### src/rtl/ram_bist_pkg.sv
`default_nettype none
// ============================================================================
//  Module   : ram_bist_pkg
//  Purpose  : Shared state encoding and default pattern seed for the RAM BIST.
//  Revision : 1.0  initial release
// ============================================================================
package ram_bist_pkg;

    localparam int unsigned c_default_seed = 32'h0000_00A5;

    typedef enum logic [2:0] {
        S_IDLE = 3'd0,
        S_WR0  = 3'd1,
        S_RD0  = 3'd2,
        S_WR1  = 3'd3,
        S_RD1  = 3'd4,
        S_DONE = 3'd5
    } state_t;

endpackage
`default_nettype wire

### src/rtl/ram_bist_ctrl_if.sv
`default_nettype none
// ============================================================================
//  Module   : ram_bist_ctrl_if
//  Purpose  : Single-port RAM bus (sync write, async read) driven by the BIST.
//  Revision : 1.0  initial release
// ============================================================================
interface ram_bist_ctrl_if #(
    parameter int ADDR_W = 4,
    parameter int DATA_W = 8
) ();

    logic              mem_we;
    logic [ADDR_W-1:0] mem_addr;
    logic [DATA_W-1:0] mem_din;
    logic [DATA_W-1:0] mem_dout;

    modport master (output mem_we, output mem_addr, output mem_din, input  mem_dout);
    modport slave  (input  mem_we, input  mem_addr, input  mem_din, output mem_dout);

endinterface
`default_nettype wire

### src/rtl/ram_bist_pattern.sv
`default_nettype none
// ============================================================================
//  Module   : ram_bist_pattern
//  Purpose  : Expected data for an address: SEED ^ addr, inverted in phase 1.
//  Revision : 1.0  initial release
// ============================================================================
module ram_bist_pattern
    import ram_bist_pkg::*;
#(
    parameter int          ADDR_W = 4,
    parameter int          DATA_W = 8,
    parameter int unsigned SEED   = c_default_seed
) (
    input  wire logic [ADDR_W-1:0] addr,
    input  wire logic              phase,
    output logic      [DATA_W-1:0] expected
);

    localparam logic [DATA_W-1:0] c_seed = DATA_W'(SEED);

    logic [DATA_W-1:0] w_base;

    // Width cast zero-extends a narrow address or keeps only its low DATA_W bits.
    assign w_base   = c_seed ^ DATA_W'(addr);
    assign expected = phase ? ~w_base : w_base;

endmodule
`default_nettype wire

### src/rtl/ram_bist_ctrl.sv
`default_nettype none
// ============================================================================
//  Module   : ram_bist_ctrl
//  Purpose  : March-style RAM self test: write/read pattern, then its inverse.
//  Revision : 1.0  initial release
// ============================================================================
module ram_bist_ctrl
    import ram_bist_pkg::*;
#(
    parameter int          ADDR_W = 4,
    parameter int          DATA_W = 8,
    parameter int unsigned SEED   = c_default_seed
) (
    input  wire logic              clk,
    input  wire logic              rst_n,
    input  wire logic              start,
    output logic                   busy,
    output logic                   done,
    output logic                   pass,
    output logic      [ADDR_W-1:0] fail_addr,
    output logic      [DATA_W-1:0] fail_data,
    output logic                   fail_phase,
    ram_bist_ctrl_if.master        bus
);

    localparam int                DEPTH      = 2 ** ADDR_W;
    localparam logic [ADDR_W-1:0] c_cnt_last = ADDR_W'(DEPTH - 1);

    state_t            r_state,      w_state_nxt;
    logic [ADDR_W-1:0] r_cnt,        w_cnt_nxt;
    logic              r_pass,       w_pass_nxt;
    logic [ADDR_W-1:0] r_fail_addr,  w_fail_addr_nxt;
    logic [DATA_W-1:0] r_fail_data,  w_fail_data_nxt;
    logic              r_fail_phase, w_fail_phase_nxt;

    logic              w_phase;
    logic [DATA_W-1:0] w_expected;
    logic              w_we;
    logic [ADDR_W-1:0] w_addr;
    logic [DATA_W-1:0] w_din;

    assign w_phase = (r_state == S_WR1) || (r_state == S_RD1);

    ram_bist_pattern #(
        .ADDR_W (ADDR_W),
        .DATA_W (DATA_W),
        .SEED   (SEED)
    ) u_pattern (
        .addr     (r_cnt),
        .phase    (w_phase),
        .expected (w_expected)
    );

    always_ff @(posedge clk or negedge rst_n) begin
        if (!rst_n) begin
            r_state      <= S_IDLE;
            r_cnt        <= '0;
            r_pass       <= 1'b0;
            r_fail_addr  <= '0;
            r_fail_data  <= '0;
            r_fail_phase <= 1'b0;
        end else begin
            r_state      <= w_state_nxt;
            r_cnt        <= w_cnt_nxt;
            r_pass       <= w_pass_nxt;
            r_fail_addr  <= w_fail_addr_nxt;
            r_fail_data  <= w_fail_data_nxt;
            r_fail_phase <= w_fail_phase_nxt;
        end
    end

    always_comb begin
        w_state_nxt      = r_state;
        w_cnt_nxt        = r_cnt;
        w_pass_nxt       = r_pass;
        w_fail_addr_nxt  = r_fail_addr;
        w_fail_data_nxt  = r_fail_data;
        w_fail_phase_nxt = r_fail_phase;
        w_we             = 1'b0;
        w_addr           = '0;
        w_din            = '0;

        case (r_state)
            S_IDLE, S_DONE: begin
                if (start) begin
                    w_state_nxt      = S_WR0;
                    w_cnt_nxt        = '0;
                    w_pass_nxt       = 1'b0;
                    w_fail_addr_nxt  = '0;
                    w_fail_data_nxt  = '0;
                    w_fail_phase_nxt = 1'b0;
                end
            end
            S_WR0, S_WR1: begin
                w_we   = 1'b1;
                w_addr = r_cnt;
                w_din  = w_expected;
                if (r_cnt == c_cnt_last) begin
                    w_cnt_nxt   = '0;
                    w_state_nxt = (r_state == S_WR0) ? S_RD0 : S_RD1;
                end else begin
                    w_cnt_nxt   = r_cnt + 1'b1;
                end
            end
            S_RD0, S_RD1: begin
                w_addr = r_cnt;
                // Read data is combinational, so compare within the same cycle.
                if (bus.mem_dout != w_expected) begin
                    w_fail_addr_nxt  = r_cnt;
                    w_fail_data_nxt  = bus.mem_dout;
                    w_fail_phase_nxt = w_phase;
                    w_pass_nxt       = 1'b0;
                    w_state_nxt      = S_DONE;
                end else if (r_cnt == c_cnt_last) begin
                    w_cnt_nxt = '0;
                    if (r_state == S_RD0) begin
                        w_state_nxt = S_WR1;
                    end else begin
                        w_state_nxt = S_DONE;
                        w_pass_nxt  = 1'b1;
                    end
                end else begin
                    w_cnt_nxt = r_cnt + 1'b1;
                end
            end
            default: begin
                w_state_nxt = S_IDLE;
                w_cnt_nxt   = '0;
            end
        endcase
    end

    assign busy       = (r_state == S_WR0) || (r_state == S_RD0) ||
                        (r_state == S_WR1) || (r_state == S_RD1);
    assign done       = (r_state == S_DONE);
    assign pass       = r_pass;
    assign fail_addr  = r_fail_addr;
    assign fail_data  = r_fail_data;
    assign fail_phase = r_fail_phase;

    assign bus.mem_we   = w_we;
    assign bus.mem_addr = w_addr;
    assign bus.mem_din  = w_din;

endmodule
`default_nettype wire

### src/flat_wrapper.sv
// flat-port wrapper written by rule: the top's interface ports become plain ports
module ram_bist_ctrl_flat import ram_bist_pkg::*;
#(
    parameter int          ADDR_W = 4,
    parameter int          DATA_W = 8,
    parameter int unsigned SEED   = c_default_seed
)
  (clk, rst_n, start, busy, done, pass, fail_addr, fail_data, fail_phase, bus_mem_we, bus_mem_addr, bus_mem_din, bus_mem_dout);
  ram_bist_ctrl_if #(.ADDR_W(ADDR_W), .DATA_W(DATA_W)) bus_i ();
  input  wire logic clk;
  input  wire logic rst_n;
  input  wire logic start;
  output logic busy;
  output logic done;
  output logic pass;
  output logic      [ADDR_W-1:0] fail_addr;
  output logic      [DATA_W-1:0] fail_data;
  output logic fail_phase;
  output wire logic [$bits(bus_i.mem_we)-1:0] bus_mem_we;
  output wire logic [$bits(bus_i.mem_addr)-1:0] bus_mem_addr;
  output wire logic [$bits(bus_i.mem_din)-1:0] bus_mem_din;
  input wire logic [$bits(bus_i.mem_dout)-1:0] bus_mem_dout;
  assign bus_mem_we = bus_i.mem_we;
  assign bus_mem_addr = bus_i.mem_addr;
  assign bus_mem_din = bus_i.mem_din;
  assign bus_i.mem_dout = bus_mem_dout;
  ram_bist_ctrl #(.ADDR_W(ADDR_W), .DATA_W(DATA_W), .SEED(SEED)) u_core (.clk(clk), .rst_n(rst_n), .start(start), .busy(busy), .done(done), .pass(pass), .fail_addr(fail_addr), .fail_data(fail_data), .fail_phase(fail_phase), .bus(bus_i));
endmodule
### config.mk
export PLATFORM = sky130hd
export DESIGN_NAME = ram_bist_ctrl_flat
export DESIGN_NICKNAME = d
export VERILOG_FILES = /design/src/rtl/ram_bist_pkg.sv /design/src/rtl/ram_bist_ctrl_if.sv /design/src/rtl/ram_bist_pattern.sv /design/src/rtl/ram_bist_ctrl.sv /design/src/flat_wrapper.sv
export SDC_FILE = /design/constraint.sdc
export NUM_CORES = 1
export LEC_CHECK = 0
export ABC_AREA = 1
export CORE_ASPECT_RATIO = 0.5
export CORE_MARGIN = 4
export CORE_UTILIZATION = 30
export CTS_BUF_LIST = sky130_fd_sc_hd__clkbuf_8
export DETAILED_ROUTE_END_ITERATION = 10
export PLACE_DENSITY = 0.55
export SYNTH_ARGS = -nofsm -noshare
export SYNTH_HDL_FRONTEND = slang
export SYNTH_HIERARCHICAL = 1
export SYNTH_SLANG_ARGS = --single-unit
### constraint.sdc
create_clock -name clk -period 2.65 [get_ports clk]
set_input_delay 0.53 -clock clk [delete_from_list [all_inputs] [get_ports clk]]
set_output_delay 0.53 -clock clk [all_outputs]
set_load 0.02 [all_outputs]
After elaboration in Yosys (flattened, before gate mapping)
Index checks and enable logic that the tools add are counted.

operators by class
  bitwise operators = 2
  eq/ne operators = 13
  $add $sub $neg = 1
  reduce and logical (&&, ||, !) cells = 14
  multiplexer cells = 27

operator list
  operator                                                          number
  8-bit two-way mux                                                 4
  4-bit two-way mux                                                 5
  3-bit two-way mux                                                 6
  8-bit one-hot mux with 2 select lines                             1
  4-bit one-hot mux with 3 select lines                             1
  3-bit one-hot mux with 3 select lines                             1
  8-bit != test                                                     1
  8-bit inverter                                                    1
  4-bit one-hot mux with 2 select lines                             1
  3-bit by 2-bit == test with 1-bit output (second input constant)  2
  3-bit == test (second input constant)                             2
  1-bit two-way mux                                                 6
  3-bit AND reduction                                               2
  2-bit OR reduction                                                3
  4-bit by 1-bit adder with 4-bit output (second input constant)    1
  4-bit == test (second input constant)                             1
  1-bit logical OR                                                  4
  2-bit by 1-bit != test with 1-bit output (second input constant)  2
  2-bit != test (second input constant)                             2
  2-bit inverter with 4-bit output                                  1
  1-bit one-hot mux with 2 select lines                             2
  4-bit AND reduction                                               1
  4-bit OR reduction                                                1
  3-bit by 1-bit == test with 1-bit output (second input constant)  1
  other kinds (5)                                                   5

word-level totals
  input port bits = 11
  flip-flop bits (word level) = 21

Logic depth before layout (Yosys ltp)
  depth after elaboration = 6
  depth in mapped cells = 18
  depth with buffers taken out = 18

Hierarchy
Netlist, hierarchy kept.

by module, submodules not included
  module            cells each  area an instance (sq um)  instances
  ram_bist_ctrl     201         1398.8                    1
  ram_bist_pattern  20          86.3                      1

Worst setup path after synthesis
OpenSTA, ideal clock, no wires.

  kind = register to register
  from = register u_core.r_state[2]
  to = register u_core.r_fail_data[1], in the netlist u_core/fail_data[1]
  stages on the path, launching flop included = 17
  arrival = 2.224 ns
  clock period less this slack = 2.347 ns
  slack = 0.303 ns
  required time = 2.527 ns
  buffers on the path = 2
  cell sequence = dfrtp_1 -> buf_4 -> nor2_2 -> nand2_1 -> nand2_1 -> inv_2 -> nand2_1 -> nand2_1 -> xnor2_1 -> nand2_1 -> nor2_1 -> nand3_2 -> nand2_8 -> nor2_8 -> buf_8 -> nand2_2 -> nand2_1

between the ends
  cells in the longest elaborated chain, start to end = 6
  elaborated cells on any way between the ends = 15

ends and longest elaborated chain
  what                                                                       line                    RTL
  start: declaration                                                         ram_bist_ctrl.sv:29     state_t r_state, w_state_nxt;
  start signal: assignment                                                   ram_bist_ctrl.sv:63     r_state <= w_state_nxt;
  3-bit by 2-bit == test with 1-bit output or 3-bit == test (tied branches)  ram_bist_ctrl.sv:42     assign w_phase = (r_state == S_WR1) || (r_state == S_RD1);
  1-bit logical OR (*)                                                       ram_bist_ctrl.sv:42
  via u_core.w_phase                                                         ram_bist_ctrl.sv:36     logic w_phase;
  8-bit two-way mux (*)                                                      ram_bist_pattern.sv:25  assign expected = phase ? ~w_base : w_base;
  via u_core.w_expected[5]                                                   ram_bist_ctrl.sv:37     logic [DATA_W-1:0] w_expected;
  8-bit != test (*)                                                          ram_bist_ctrl.sv:108    if (bus.mem_dout != w_expected) begin
  2-bit by 1-bit != test with 1-bit output (no source line) (*)              n/a
  3-bit AND reduction (no source line) (*)                                   n/a
  end signal: assignment                                                     ram_bist_ctrl.sv:67     r_fail_data <= w_fail_data_nxt;
  end: declaration                                                           ram_bist_ctrl.sv:33     logic [DATA_W-1:0] r_fail_data, w_fail_data_nxt;

Mark *: on every way through the listed nets, which the timed path passes. The rest lies on a longest branch.
A chain may end at the register's enable or synchronous reset.

Worst setup path in the final report
  from = register u_core.r_state[0]
  to = output port bus_mem_din[5]

between the ends
  cells in the longest elaborated chain, start to end = 4
  elaborated cells on any way between the ends = 7

ends and longest elaborated chain
  what                                                                       line                    RTL
  3-bit by 2-bit == test with 1-bit output or 3-bit == test (tied branches)  ram_bist_ctrl.sv:42
  1-bit logical OR (*)                                                       ram_bist_ctrl.sv:42
  via u_core.w_phase                                                         ram_bist_ctrl.sv:36
  8-bit two-way mux (*)                                                      ram_bist_pattern.sv:25
  via u_core.w_expected[5]                                                   ram_bist_ctrl.sv:37
  8-bit two-way mux (*)                                                      ram_bist_ctrl.sv:83     case (r_state)
  end: declaration                                                           flat_wrapper.sv:21      output wire logic [$bits(bus_i.mem_din)-1:0] bus_mem_din;

Marks and branches as above.

==> results.yml <==
outcome:
  status: "complete, no violations"
place:
  portBuffers: 39
  pre_cts_ws_ns: 0.226
  globalplace.congestion: 0.868
  hpwl_um: 2910
logic_synthesis:
  seq_area_frac_synth: 0.354
  avgSynthCellArea_um2: 6.72
  ys_types: 25
  synth_fp_nets: 233
  ys_seq_elements: 21
  synth.cell_area_um2: 1490
  synthesis.instances: 221
  synth_warnings: 6
route:
  vias_per_cell: 4.34
  num_vias: 1415
  drt_iter0_markers: 46
  ant_nets: 0
  route.detailed.drc: 0
  first_pass_iters: 4
  routed_wirelength_um: 3660
  post_drt_wl_per_cell_um: 11.2
worst_setup_path:
  end_kind: "output pin"
  cp.required_ns: 2.12
  slowest_delay_ns: 0.61
  cp_slowest_cell: "clkdlybuf4s50_1"
  arrival_ns: 2.00
  crit_type: "flop to output pin"
  startpoint_type: "flop"
  cp_max_fo: 8
  crit_chain: "inv_1 > nor2_2 > nand2_1 > nand2_1 > inv_2 > inv_1 > nor2_1 > clkdlybuf4s50_1"
sta:
  relSlewSlack: 0.739
  max_freq_mhz: 395
  setup_viol: 0
  tns_ns: 0
  slew_viol_final: 0
  final.min_clock_period_ns: 2.53
  fin_ws_ns: 0.116
  hold_viol_final: 0
  worst-slew-pin-transition_ns: 0.391
  fin_crit_sh: 0.956
  skew_ns: 0.00402
cts:
  cts_tree: "yes"
  clk_path_buf_depth: 2
  clk_latency_ns: 0.26
  postCtsSetupBuffers: 0
  cts-root-buf: "clkbuf_8"
  clock_sinks: 21
  clk_pin_slew_ns: 0.08
  h-tree-depth: 1
  cts_made_buffers: 3
global_route:
  first_global_vias: 1288
  grt_usage: 0.122
  grt-ovfl-total: 0
  grt_pass1_wl_um: 6070
  grt_antenna_before_repair: 0
  grt_start_max_net_pins: 22
layout:
  final_net_count: 273
  drive_gt1_frac: 0.150
  syn2layout_area_growth_pct: 32.6
  antenna_cells: 0
floorplanning:
  start_util: 0.323
  ios: 40
  fp.dieH_um: 57.8
  rows: 17
  dieArea_um2: 6210
  core-area_um2: 4590
  die_x_um: 108
worst_hold_path:
  hold_class: "flop to flop"
power:
  p_per_area_nw_per_um2: 1200
  ir_drop_mv: 0.357
  power_leakage_uw: 0.00105
flow_run:
  cap_violations: 0
worst max-delay path, delay by kind of cell (launching register included):
family	cells	cell delay [ns]
AND/OR/NAND/NOR	4	0.36
flip-flops	1	0.42
buffers and inverters	4	0.96
worst paths after layout:
kind	slack [ns]	start	end	depth (start not counted)
setup / recovery	0.12	u_core/r_state[0]	bus_mem_din[5]	8
hold / removal	0.48	u_core/pass	u_core/pass	2
setup reg to reg	0.32	u_core/r_state[1]	u_core/fail_addr[2]	16
hold reg to reg	0.48	u_core/pass	u_core/pass	2
max in group asynchronous	1.80	rst_n	u_core/fail_data[0]	2
min in group asynchronous	0.61	rst_n	u_core/r_cnt[2]	2
Yosys cell counts:
cell | count | area share
buf_2 | 1 | 0.0034
nor2_8 | 1 | 0.013
nand3_1 | 10 | 0.034
nand2_8 | 1 | 0.013
a211o_4 | 1 | 0.012
nand3b_1 | 1 | 0.0051
nor2_2 | 4 | 0.017
o21ai_0 | 7 | 0.024
o21ai_1 | 11 | 0.037
xor2_1 | 1 | 0.0059
ha_1 | 1 | 0.0084
buf_8 | 1 | 0.010
buf_4 | 4 | 0.020
clkbuf_2 | 1 | 0.0034
inv_1 | 28 | 0.071
nand2_2 | 13 | 0.055
dfrtp_1 | 21 | 0.35
nand2_1 | 69 | 0.17
xnor2_1 | 4 | 0.024
buf_6 | 1 | 0.0076
a21oi_2 | 1 | 0.0059
nor2_1 | 30 | 0.076
inv_2 | 7 | 0.018
nand3_2 | 1 | 0.0067
clkinv_1 | 1 | 0.0025
sequential cells by signal, summed over array words and instances (netlist names):
signal and count:
u_core/fail_addr 4, u_core/fail_data 8, u_core/fail_phase 1, u_core/pass 1, u_core/r_cnt 4, u_core/r_state 3
cells in the final DEF, fill, tap and decap left out, drive strengths merged:
cell type,n
nor2,35
inv,35
clkbuf,3
dlygate4sd2,6
xnor2,4
dlymetal6s2s,1
clkdlybuf4s50,32
clkinv,1
dfrtp,21
clkinvlp,1
buf,4
a21oi,1
xor2,1
o21ai,18
ha,1
nand2,83
nand3,11
a211o,1
nand3b,1
per-layer routing:
metal	routed length (um)	vias to the layer above	global-route usage
met5	0	-	0
met4	27	0	0.0270
li1	-	739	-
met2	1710	42	0.200
met3	210	2	0.0334
met1	1720	632	0.162
metrics by stage:
stage | utilization | hold WS, ns | cells | total power (uW) | cell area [um2]
detailed placement | 0.418 | 0.470 | 322 | 2200 | 1920
global route | 0.429 | 0.513 | 326 | 2570 | 1970
CTS | 0.427 | 0.489 | 326 | 2380 | 1960
finish | 0.429 | 0.480 | 326 | 2370 | 1970
floorplan | - | 0.234 | 221 | 1650 | 1490
global placement | 0.418 | 0.453 | 322 | 2190 | 1920
logic make-up after synthesis:
| group | Yosys count | synth area share |
|---|---|---|
| compound gates | 20 | 0.0783 |
| xor+xnor | 5 | 0.0295 |
| fa+ha+maj | 1 | 0.00842 |
| buf+inv | 44 | 0.136 |
| flops | 21 | 0.354 |
| simple gates | 130 | 0.394 |
area by class of cell:
cell class | instances | area (um2)
flip-flops and latches | 21 | 526
well taps | 66 | 82.6
fillers | 496 | 2630
inverters | 36 | 139
multi-input cells | 156 | 761
repair buffers | 43 | 415
clock inverters | 1 | 5.00
clock buffers | 3 | 41.3
power by group:
group	switching [uW]	total [uW]	leakage (uW)	internal (uW)
combinational	997	1610	0.000746	617
sequential	103	543	0.000283	440
clock	108	213	0.0000255	105
total	1210	2370	0.00105	1160
repair_timing:
| action | CTS | global route |
|---|---|---|
| resized for setup | 6 | 3 |
| hold buffers | 0 | 0 |
| setup endpoints to repair | 6 | 12 |
| pin swaps | 0 | 0 |
Note: power is estimated with default switching activity, not from simulation.
